===== src/rtl/prog_loader_pkg.sv =====
// prog_loader_pkg: shared types and constants for the serial boot loader.
// Holds the frame FSM enum, the UART receiver enum, sync byte and rw codes.
// Optional macro PROG_LOADER_CHECKSUM_EN adds the CSUM frame state.
package prog_loader_pkg;

    localparam logic [7:0] SYNC_BYTE = 8'hA5;

    // RAM rw encoding
    localparam logic READ  = 1'b0;
    localparam logic WRITE = 1'b1;

    typedef enum logic [2:0] {
        SYNC,
        LEN_HI,
        LEN_LO,
        DATA_HI,
        DATA_LO,
        DONE,
        ERR
`ifdef PROG_LOADER_CHECKSUM_EN
        ,
        CSUM
`endif
    } state_t;

    typedef enum logic [1:0] {
        RX_IDLE,
        RX_START,
        RX_DATA,
        RX_STOP
    } rx_state_t;

endpackage


===== src/rtl/prog_loader_if.sv =====
// prog_loader_if: RAM write port driven by the loader.
// addr/mem_in: word address and data; rw: write strobe (1 = WRITE).
interface prog_loader_if;
    logic [15:0] addr;
    logic [15:0] mem_in;
    logic        rw;

    modport master (output addr, mem_in, rw);
    modport slave  (input  addr, mem_in, rw);
endinterface


===== src/rtl/prog_loader_uart_rx.sv =====
// uart_rx: 8N1 UART receiver with 2-flop synchronizer and bit timer.
// Ports: clk, rst (sync, active high), rx in; data, byte_valid, framing_err out.
module uart_rx
    import prog_loader_pkg::*;
#(
    parameter int CLKS_PER_BIT = 868
) (
    input  logic       clk,
    input  logic       rst,
    input  logic       rx,
    output logic [7:0] data,
    output logic       byte_valid,
    output logic       framing_err
);

    localparam int CW = $clog2(CLKS_PER_BIT);
    localparam logic [CW-1:0] HALF = CW'(CLKS_PER_BIT / 2 - 1);
    localparam logic [CW-1:0] FULL = CW'(CLKS_PER_BIT - 1);

    logic          rx_meta;
    logic          rx_sync;
    logic          rx_q;
    rx_state_t     st_q, st_d;
    logic [CW-1:0] cnt_q, cnt_d;
    logic [2:0]    bit_q, bit_d;
    logic [7:0]    shift_q, shift_d;
    logic [7:0]    data_q, data_d;
    logic          valid_q, valid_d;
    logic          ferr_q, ferr_d;

    always_ff @(posedge clk) begin
        if (rst) begin
            rx_meta <= 1'b1;
            rx_sync <= 1'b1;
            rx_q    <= 1'b1;
            st_q    <= RX_IDLE;
            cnt_q   <= '0;
            bit_q   <= '0;
            shift_q <= '0;
            data_q  <= '0;
            valid_q <= 1'b0;
            ferr_q  <= 1'b0;
        end else begin
            rx_meta <= rx;
            rx_sync <= rx_meta;
            rx_q    <= rx_sync;
            st_q    <= st_d;
            cnt_q   <= cnt_d;
            bit_q   <= bit_d;
            shift_q <= shift_d;
            data_q  <= data_d;
            valid_q <= valid_d;
            ferr_q  <= ferr_d;
        end
    end

    always_comb begin
        st_d    = st_q;
        cnt_d   = cnt_q + 1'b1;
        bit_d   = bit_q;
        shift_d = shift_q;
        data_d  = data_q;
        valid_d = 1'b0;
        ferr_d  = 1'b0;
        unique case (st_q)
            RX_IDLE: begin
                cnt_d = '0;
                if (rx_q && !rx_sync)
                    st_d = RX_START;
            end
            RX_START: begin
                // Mid-start re-check rejects glitches
                if (cnt_q == HALF) begin
                    cnt_d = '0;
                    bit_d = '0;
                    st_d  = rx_sync ? RX_IDLE : RX_DATA;
                end
            end
            RX_DATA: begin
                if (cnt_q == FULL) begin
                    cnt_d   = '0;
                    shift_d = {rx_sync, shift_q[7:1]};
                    bit_d   = bit_q + 1'b1;
                    if (bit_q == 3'd7)
                        st_d = RX_STOP;
                end
            end
            RX_STOP: begin
                // Return to idle at stop midpoint so a
                // back-to-back start edge is not missed
                if (cnt_q == FULL) begin
                    cnt_d   = '0;
                    st_d    = RX_IDLE;
                    valid_d = 1'b1;
                    ferr_d  = !rx_sync;
                    data_d  = shift_q;
                end
            end
            default: st_d = RX_IDLE;
        endcase
    end

    assign data        = data_q;
    assign byte_valid  = valid_q;
    assign framing_err = ferr_q;

endmodule


===== src/rtl/prog_loader.sv =====
// prog_loader: UART boot loader writing a program image into RAM.
// Ports: clk, rst, rx in; bus (addr/mem_in/rw) out; cpu_hold, done, err out.
// Macro PROG_LOADER_CHECKSUM_EN enables the trailing XOR checksum byte.
module prog_loader
    import prog_loader_pkg::*;
#(
    parameter int CLKS_PER_BIT = 868,
    parameter int MEM_SIZE     = 255
) (
    input  logic          clk,
    input  logic          rst,
    input  logic          rx,
    prog_loader_if.master bus,
    output logic          cpu_hold,
    output logic          done,
    output logic          err
);

`ifdef PROG_LOADER_CHECKSUM_EN
    localparam state_t FIN_ST = CSUM;
`else
    localparam state_t FIN_ST = DONE;
`endif

    logic [7:0] rx_data;
    logic       rx_valid;
    logic       rx_ferr;

    uart_rx #(
        .CLKS_PER_BIT(CLKS_PER_BIT)
    ) u_rx (
        .clk        (clk),
        .rst        (rst),
        .rx         (rx),
        .data       (rx_data),
        .byte_valid (rx_valid),
        .framing_err(rx_ferr)
    );

    state_t      state_q, state_d;
    logic [7:0]  len_hi_q, len_hi_d;
    logic [15:0] len_q, len_d;
    logic [7:0]  hi_q, hi_d;
    logic [15:0] k_q, k_d;
    logic [15:0] addr_q, addr_d;
    logic [15:0] mem_in_q, mem_in_d;
    logic        rw_q, rw_d;
    logic [15:0] n;
    logic        last;
`ifdef PROG_LOADER_CHECKSUM_EN
    logic [7:0]  csum_q, csum_d;
`endif

    always_ff @(posedge clk) begin
        if (rst) begin
            state_q  <= SYNC;
            len_hi_q <= '0;
            len_q    <= '0;
            hi_q     <= '0;
            k_q      <= '0;
            addr_q   <= '0;
            mem_in_q <= '0;
            rw_q     <= READ;
`ifdef PROG_LOADER_CHECKSUM_EN
            csum_q   <= '0;
`endif
        end else begin
            state_q  <= state_d;
            len_hi_q <= len_hi_d;
            len_q    <= len_d;
            hi_q     <= hi_d;
            k_q      <= k_d;
            addr_q   <= addr_d;
            mem_in_q <= mem_in_d;
            rw_q     <= rw_d;
`ifdef PROG_LOADER_CHECKSUM_EN
            csum_q   <= csum_d;
`endif
        end
    end

    always_comb begin
        state_d  = state_q;
        len_hi_d = len_hi_q;
        len_d    = len_q;
        hi_d     = hi_q;
        k_d      = k_q;
        addr_d   = addr_q;
        mem_in_d = mem_in_q;
        rw_d     = READ;
        n        = {len_hi_q, rx_data};
        last     = (k_q == len_q - 16'd1);
`ifdef PROG_LOADER_CHECKSUM_EN
        csum_d   = csum_q;
        if (rx_valid && state_q != SYNC)
            csum_d = csum_q ^ rx_data;
`endif
        if (rx_valid && state_q != DONE
            && state_q != ERR) begin
            if (rx_ferr) begin
                state_d = ERR;
            end else begin
                unique case (state_q)
                    SYNC: begin
                        if (rx_data == SYNC_BYTE)
                            state_d = LEN_HI;
                    end
                    LEN_HI: begin
                        len_hi_d = rx_data;
                        state_d  = LEN_LO;
                    end
                    LEN_LO: begin
                        len_d = n;
                        // Range check keeps k within MEM_SIZE
                        if (32'(n) > 32'(MEM_SIZE + 1))
                            state_d = ERR;
                        else if (n == 16'd0)
                            state_d = FIN_ST;
                        else
                            state_d = DATA_HI;
                    end
                    DATA_HI: begin
                        hi_d    = rx_data;
                        state_d = DATA_LO;
                    end
                    DATA_LO: begin
                        rw_d     = WRITE;
                        addr_d   = k_q;
                        mem_in_d = {hi_q, rx_data};
                        k_d      = k_q + 16'd1;
                        state_d  = last ? FIN_ST : DATA_HI;
                    end
`ifdef PROG_LOADER_CHECKSUM_EN
                    CSUM: begin
                        state_d = (rx_data == csum_q)
                                ? DONE : ERR;
                    end
`endif
                    default: ;
                endcase
            end
        end
    end

    assign bus.addr   = addr_q;
    assign bus.mem_in = mem_in_q;
    assign bus.rw     = rw_q;
    assign cpu_hold   = (state_q != DONE);
    assign done       = (state_q == DONE);
    assign err        = (state_q == ERR);

endmodule


===== src/flat_wrapper.sv =====
// flat-port wrapper written by rule: the top's interface ports become plain ports
module prog_loader_flat import prog_loader_pkg::*;
#(
    parameter int CLKS_PER_BIT = 868,
    parameter int MEM_SIZE     = 255
)
  (clk, rst, rx, cpu_hold, done, err, bus_addr, bus_mem_in, bus_rw);
  prog_loader_if bus_i ();
  input  logic clk;
  input  logic rst;
  input  logic rx;
  output logic cpu_hold;
  output logic done;
  output logic err;
  output wire logic [$bits(bus_i.addr)-1:0] bus_addr;
  output wire logic [$bits(bus_i.mem_in)-1:0] bus_mem_in;
  output wire logic [$bits(bus_i.rw)-1:0] bus_rw;
  assign bus_addr = bus_i.addr;
  assign bus_mem_in = bus_i.mem_in;
  assign bus_rw = bus_i.rw;
  prog_loader #(.CLKS_PER_BIT(CLKS_PER_BIT), .MEM_SIZE(MEM_SIZE)) u_core (.clk(clk), .rst(rst), .rx(rx), .bus(bus_i), .cpu_hold(cpu_hold), .done(done), .err(err));
endmodule

===== config.mk =====
export PLATFORM = sky130hd
export DESIGN_NAME = prog_loader_flat
export DESIGN_NICKNAME = d
export VERILOG_FILES = /design/src/rtl/prog_loader_pkg.sv /design/src/rtl/prog_loader_if.sv /design/src/rtl/prog_loader_uart_rx.sv /design/src/rtl/prog_loader.sv /design/src/flat_wrapper.sv
export SDC_FILE = /design/constraint.sdc
export NUM_CORES = 1
export LEC_CHECK = 0
export CORE_MARGIN = 2
export CORE_UTILIZATION = 45
export CTS_CLUSTER_DIAMETER = 60
export DETAILED_ROUTE_END_ITERATION = 6
export PLACE_DENSITY = 0.75
export SYNTH_ARGS = -nofsm -noshare
export SYNTH_HDL_FRONTEND = slang
export SYNTH_SLANG_ARGS = --single-unit
export TNS_END_PERCENT = 20

===== constraint.sdc =====
create_clock -name clk -period 4.2 [get_ports clk]
set_input_delay 0.63 -clock clk [delete_from_list [all_inputs] [get_ports clk]]
set_output_delay 0.63 -clock clk [all_outputs]
set_load 0.05 [all_outputs]

-- After elaboration in Yosys (flattened, before gate mapping)
Index checks and enable logic that the tools add are counted.
- flip-flop bits (word level): 120
- output and inout bits: 36
- input port bits: 3
- word-level logic and storage cells: 92
- equal/unequal tests: 22
- order comparisons: 1
- bitwise operators: 4
- mux-type cells: 21
- add/subtract/negate cells: 4
- reduce and logical (&&, ||, !) cells: 22
- operators by type and width (cell ; number):
    10-bit case mux with 3 select lines ; 1
    3-bit two-way mux ; 7
    10-bit two-way mux ; 2
    3-bit AND reduction ; 6
    16-bit by 1-bit adder with 16-bit output, second input constant ; 1
    16-bit == test ; 1
    16-bit by 9-bit > comparator with 1-bit output, second input constant ; 1
    16-bit logical NOT ; 1
    16-bit by 1-bit subtractor with 16-bit output, second input constant ; 1
    3-bit case mux with 5 select lines ; 1
    3-bit == test, second input constant ; 4
    2-bit two-way mux ; 6
    10-bit by 1-bit adder with 10-bit output, second input constant ; 1
    10-bit == test, second input constant ; 1
    10-bit by 9-bit == test with 1-bit output, second input constant ; 1
    2-bit != test, second input constant ; 5
    8-bit == test, second input constant ; 1
    2-bit case mux with 4 select lines ; 1
    3-bit by 2-bit == test with 1-bit output, second input constant ; 2
    3-bit != test, second input constant ; 2
    3-bit case mux with 2 select lines ; 1
    6-bit nonzero test ; 1
    3-bit OR reduction ; 2
    5-bit AND reduction ; 1
    other kinds (14) ; 23

-- Longest topological paths before layout
- depth after elaboration: 5
- depth in mapped cells: 9
- mapped depth without buffers: 8

-- By module
From an unflattened synthesis, not the netlist that was laid out.
- cells, all modules: 602
- area total of the unflattened synthesis: 5386.4 um^2
- by module, submodules not included (module ; cells an instance ; times used ; seq. area each (um^2) ; area an instance (um^2)):
    prog_loader ; 455 ; 1 ; 1681.6 ; 3883.7
    uart_rx ; 147 ; 1 ; 720.7 ; 1502.7

-- Worst setup path after synthesis
OpenSTA, ideal clock, no wires.
- path kind: flip-flop to output port
- start point: reg u_core.state_q[0]
- end point: out done
- path slack: 1.804 ns
- stages on the path, launching flop included: 6
- required time: 3.570 ns
- data arrival time: 1.766 ns
- cell sequence: dfxtp_1 -> buf_2 -> nor2b_1 -> clkbuf_1 -> nand2_1 -> inv_1
- longest elaborated chain between the ends: 1
- RTL lines (what ; RTL line ; RTL):
    start, declared ; prog_loader.sv:40 ; state_t state_q, state_d;
    start signal, assigned ; prog_loader.sv:68 ; state_q <= state_d;
    3-bit == test ; prog_loader.sv:149 ; assign done = (state_q == DONE);
    end, declared ; flat_wrapper.sv:13 ; output logic done;
No other way between the ends.

-- Worst setup path after layout
Ends and elaborated chain as after synthesis.

==> results.py <==
metrics = {
    "clock_network": {
        "cts-root-buf": "clkbuf_16",
        "cts_max_path_buffers": 2,
        "clock_latency_ns": 0.42,
        "cts-hold-fix-buffers": 0,
        "path_clk_slew_ns": 0.05,
        "clock_sinks": 120,
        "tritoncts": "built",
        "postCtsSetupBuffers": 0,
        "ctsHtreeMaxLevel": 4,
        "numCtsBuffers": 17,
        "post_cts_resized": 0,
    },
    "logic_synthesis": {
        "synth_compound_area_share_pct": 12.3,
        "netlist_instances": 629,
        "synthFlopType": "dfxtp_1",
        "ys_warn_count": 0,
        "synth_xor_xnor_area_share_pct": 6.94,
        "synth_area_per_cell_um2": 8.23,
        "syn_area_mm2": 0.00517,
        "async_flop_share_pct": 0,
        "synth_seq_cells": 120,
        "syn-num-nets": 638,
        "synth_top_family_by_area": "simple AND/OR/NAND/NOR gates",
        "ys_types": 54,
        "synth.area.mux_share_pct": 3.87,
        "synth_adder_area_share_pct": 1.45,
        "ys_seq_area_share_pct": 46.4,
        "synth_edf_count": 0,
        "synth-simple-area-share_pct": 25.1,
    },
    "floorplan": {
        "io_pins": 39,
        "start_util_pct": 45.7,
        "coreArea_mm2": 0.0113,
        "rows": 39,
        "dieArea_mm2": 0.0124,
        "dieHeight_um": 111,
        "fp.dieW_um": 111,
    },
    "critical_path": {
        "crit_path_max_incr_delay_ns": 0.80,
        "crit_buf_inv": 2,
        "cp_max_fo": 12,
        "cp_top_family": "buffers and inverters",
        "timing.rr.end": "u_core.u_rx.shift_q[7]",
        "critical_path_class": "reg -> out",
        "crit_path_start_kind": "register",
        "reg2reg_depth": 8,
        "crit_slowest_cell": "clkdlybuf4s50_1",
        "crit_path_end_kind": "output pin",
        "ff2ff_setup_slack_ns": 1.61,
        "crit_path_cell_trace": "nor2b_1 > nand2_1 > inv_1 > clkdlybuf4s50_1",
        "critPathRequiredTime_ns": 3.57,
        "r2r_start": "u_core.u_rx.cnt_q[0]",
        "arrival_ns": 2.66,
    },
    "cells_and_area": {
        "multi_input_area_mm2": 0.00257,
        "nFillCells": 1015,
        "fin_util_pct": 54.3,
        "area_delta_synth_final_pct": 18.8,
        "n_antenna_cell": 0,
        "regArea_mm2": 0.00240,
        "drive_gt1_share_pct": 6.21,
        "nNetsFinal": 659,
        "finalNonFillerCells": 803,
    },
    "timing": {
        "fin_crit_ns": 3.29,
        "setup_viol": 0,
        "timing.hold.ws_ns": 0.423,
        "maxSlewHeadroom_pct": 27.6,
        "timing.fmax_mhz": 304,
        "rsz0062_at_grt": "false",
        "tightestPinTransition_ns": 1.08,
        "finalWorstSetupSlack_ns": 0.914,
        "finalSetupTns_ns": 0,
        "maxSlewViolCount": 0,
        "fin_crit_sh_pct": 78.2,
        "hold_violations": 0,
        "skew_ns": 0.0109,
    },
    "placed_design": {
        "gp_congestion": 0.866,
        "port_buffers": 38,
        "pre_cts_ws_ns": 1.35,
        "place_inst": 774,
        "dpl.hpwl_um": 7730,
    },
    "global_route": {
        "met2_usage_pct": 32.8,
        "antenna_found_initial": 0,
        "busiest_layer": "met2",
        "met3_usage_pct": 5.90,
        "grt_overflow_total": 0,
        "grt_usage_pct": 18.9,
        "grt_pass1_wl_um": 19100,
        "grtUsageMet1_pct": 22.0,
        "grt_max_degree": 111,
        "grt_pass1_vias": 4159,
    },
    "power_and_ir_drop": {
        "peakVddDrop_mv": 0.394,
        "p_leak_nw": 2.20,
        "p_comb_share_pct": 0.9,
        "switching_power_w": 0.000503,
        "p_sw_share_pct": 19.8,
        "seqPwrFrac_pct": 45.1,
        "p_int_w": 0.00203,
        "power_density_mw_per_mm2": 413,
        "clockPowerShare_pct": 53.9,
    },
    "drt": {
        "routed_wl_um": 11300,
        "vias": 4352,
        "drc_errors": 0,
        "firstDrtPassIters": 5,
        "drt_iter0_drc": 332,
        "viasPerCell": 5.42,
        "wl_per_cell_um": 14.1,
        "ant_nets": 0,
    },
    "worst_hold_path": {
        "hold_end": "u_core.u_rx.rx_sync",
        "hold_path_class": "reg -> reg",
        "hp-start": "u_core.u_rx.rx_meta",
        "whs_path_depth": 1,
    },
    "outcome": {
        "status": "finished, final reports clean",
    },
    "flow_run": {
        "max-cap-violations": 0,
    },
}
==> layout by cell type (no fill, tap or decap), drive strengths merged, types with 9 or more instances in the layout <==
master	count
clkbuf	20
o21ai	9
clkdlybuf4s50	37
xor2	25
nand2	138
nand3	25
dfxtp	120
mux2i	20
nor2	59
a21oi	72
nand4	11
xnor2	16
inv	12
==> per-layer routing <==
| layer | share of wire (%) | wire, µm |
|---|---|---|
| met5 | 0 | 0 |
| met3 | 3.8 | 428 |
| met1 | 43 | 4860 |
| met4 | 2.1 | 237 |
| met2 | 51 | 5790 |
==> flip-flops by register name, indices dropped and copies added (netlist names), 3 cells and up, named ones only <==
signal / flops
u_core.bus.addr: 16
u_core.bus.mem_in: 16
u_core.hi_q: 8
u_core.k_q: 16
u_core.len_hi_q: 8
u_core.len_q: 16
u_core.state_q: 3
u_core.u_rx.bit_q: 3
u_core.u_rx.cnt_q: 10
u_core.u_rx.data: 8
u_core.u_rx.shift_q: 8
==> through the flow <==
step / total power, W / area (µm²)
3_5_place_dp: 0.00119 / 5590
4_1_cts: 0.00256 / 6150
6_report: 0.00254 / 6150
3_3_place_gp: 0.00119 / 5590
2_1_floorplan: 0.00119 / 5170
5_1_grt: 0.00262 / 6150
==> worst max path at each step <==
stage | startpoint | end | slack [ns] | cells past startpoint
after CTS | u_core.state_q[0] | done | 0.89 | 4
after detailed placement | u_core.state_q[0] | done | 1.35 | 4
final | u_core.state_q[0] | done | 0.91 | 4
after global routing | u_core.state_q[0] | done | 0.75 | 4
after global placement | u_core.state_q[0] | done | 1.43 | 4
after floorplan | u_core.state_q[0] | done | 1.80 | 5
==> logic make-up after synthesis <==
kind of cell | count (synthesis)
and+or+nand+nor | 283
buffers and inverters | 50
adders and majority gates | 6
muxes | 20
AOI/OAI and AO/OA | 109
DFF | 120
xor gates and xnor gates | 41
==> cell usage after synthesis (all sizes together) (2+ instances only) <==
cell type	instances	area, µm²
o21ai	9	45.0
nand3b	2	15.0
nand3	25	125
nor2	59	221
and3	5	31.3
o22ai	2	12.5
dfxtp	120	2400
nor3	8	40.0
a41oi	3	26.3
nor4bb	2	20.0
a211oi	3	27.5
nor2b	3	18.8
xnor2	16	140
or3	4	25.0
nor4	6	37.5
and2	5	31.3
nor3b	3	33.8
ha	6	75.1
xor2	25	219
nand4	11	83.8
buf	7	41.3
or2	5	31.3
a22oi	2	15.0
nor4b	2	30.0
mux2i	20	200
clkbuf	31	116
nand2	138	518
a21oi	72	360
nand2b	3	18.8
a31oi	2	12.5
inv	12	45.0
==> final cells by class <==
cell class | instances | share of cell area, %
clock buffers | 20 | 7.43
clock inverters | 9 | 1.67
inverters | 12 | 0.733
multi-input cells | 459 | 41.8
flip-flops and latches | 120 | 39.1
well taps | 143 | 2.91
repair buffers | 40 | 6.39
==> power by group through the flow <==
| stage | registers [W] | logic, W | clock network [W] |
|---|---|---|---|
| after detailed placement | 0.00117 | 0.0000237 | 0 |
| after CTS | 0.00114 | 0.0000238 | 0.00139 |
| final | 0.00114 | 0.0000235 | 0.00137 |
| after floorplan | 0.00117 | 0.0000206 | 0 |
| after global placement | 0.00117 | 0.0000230 | 0 |
| after global routing | 0.00114 | 0.0000258 | 0.00145 |
Power figures use the tool's default switching activity.
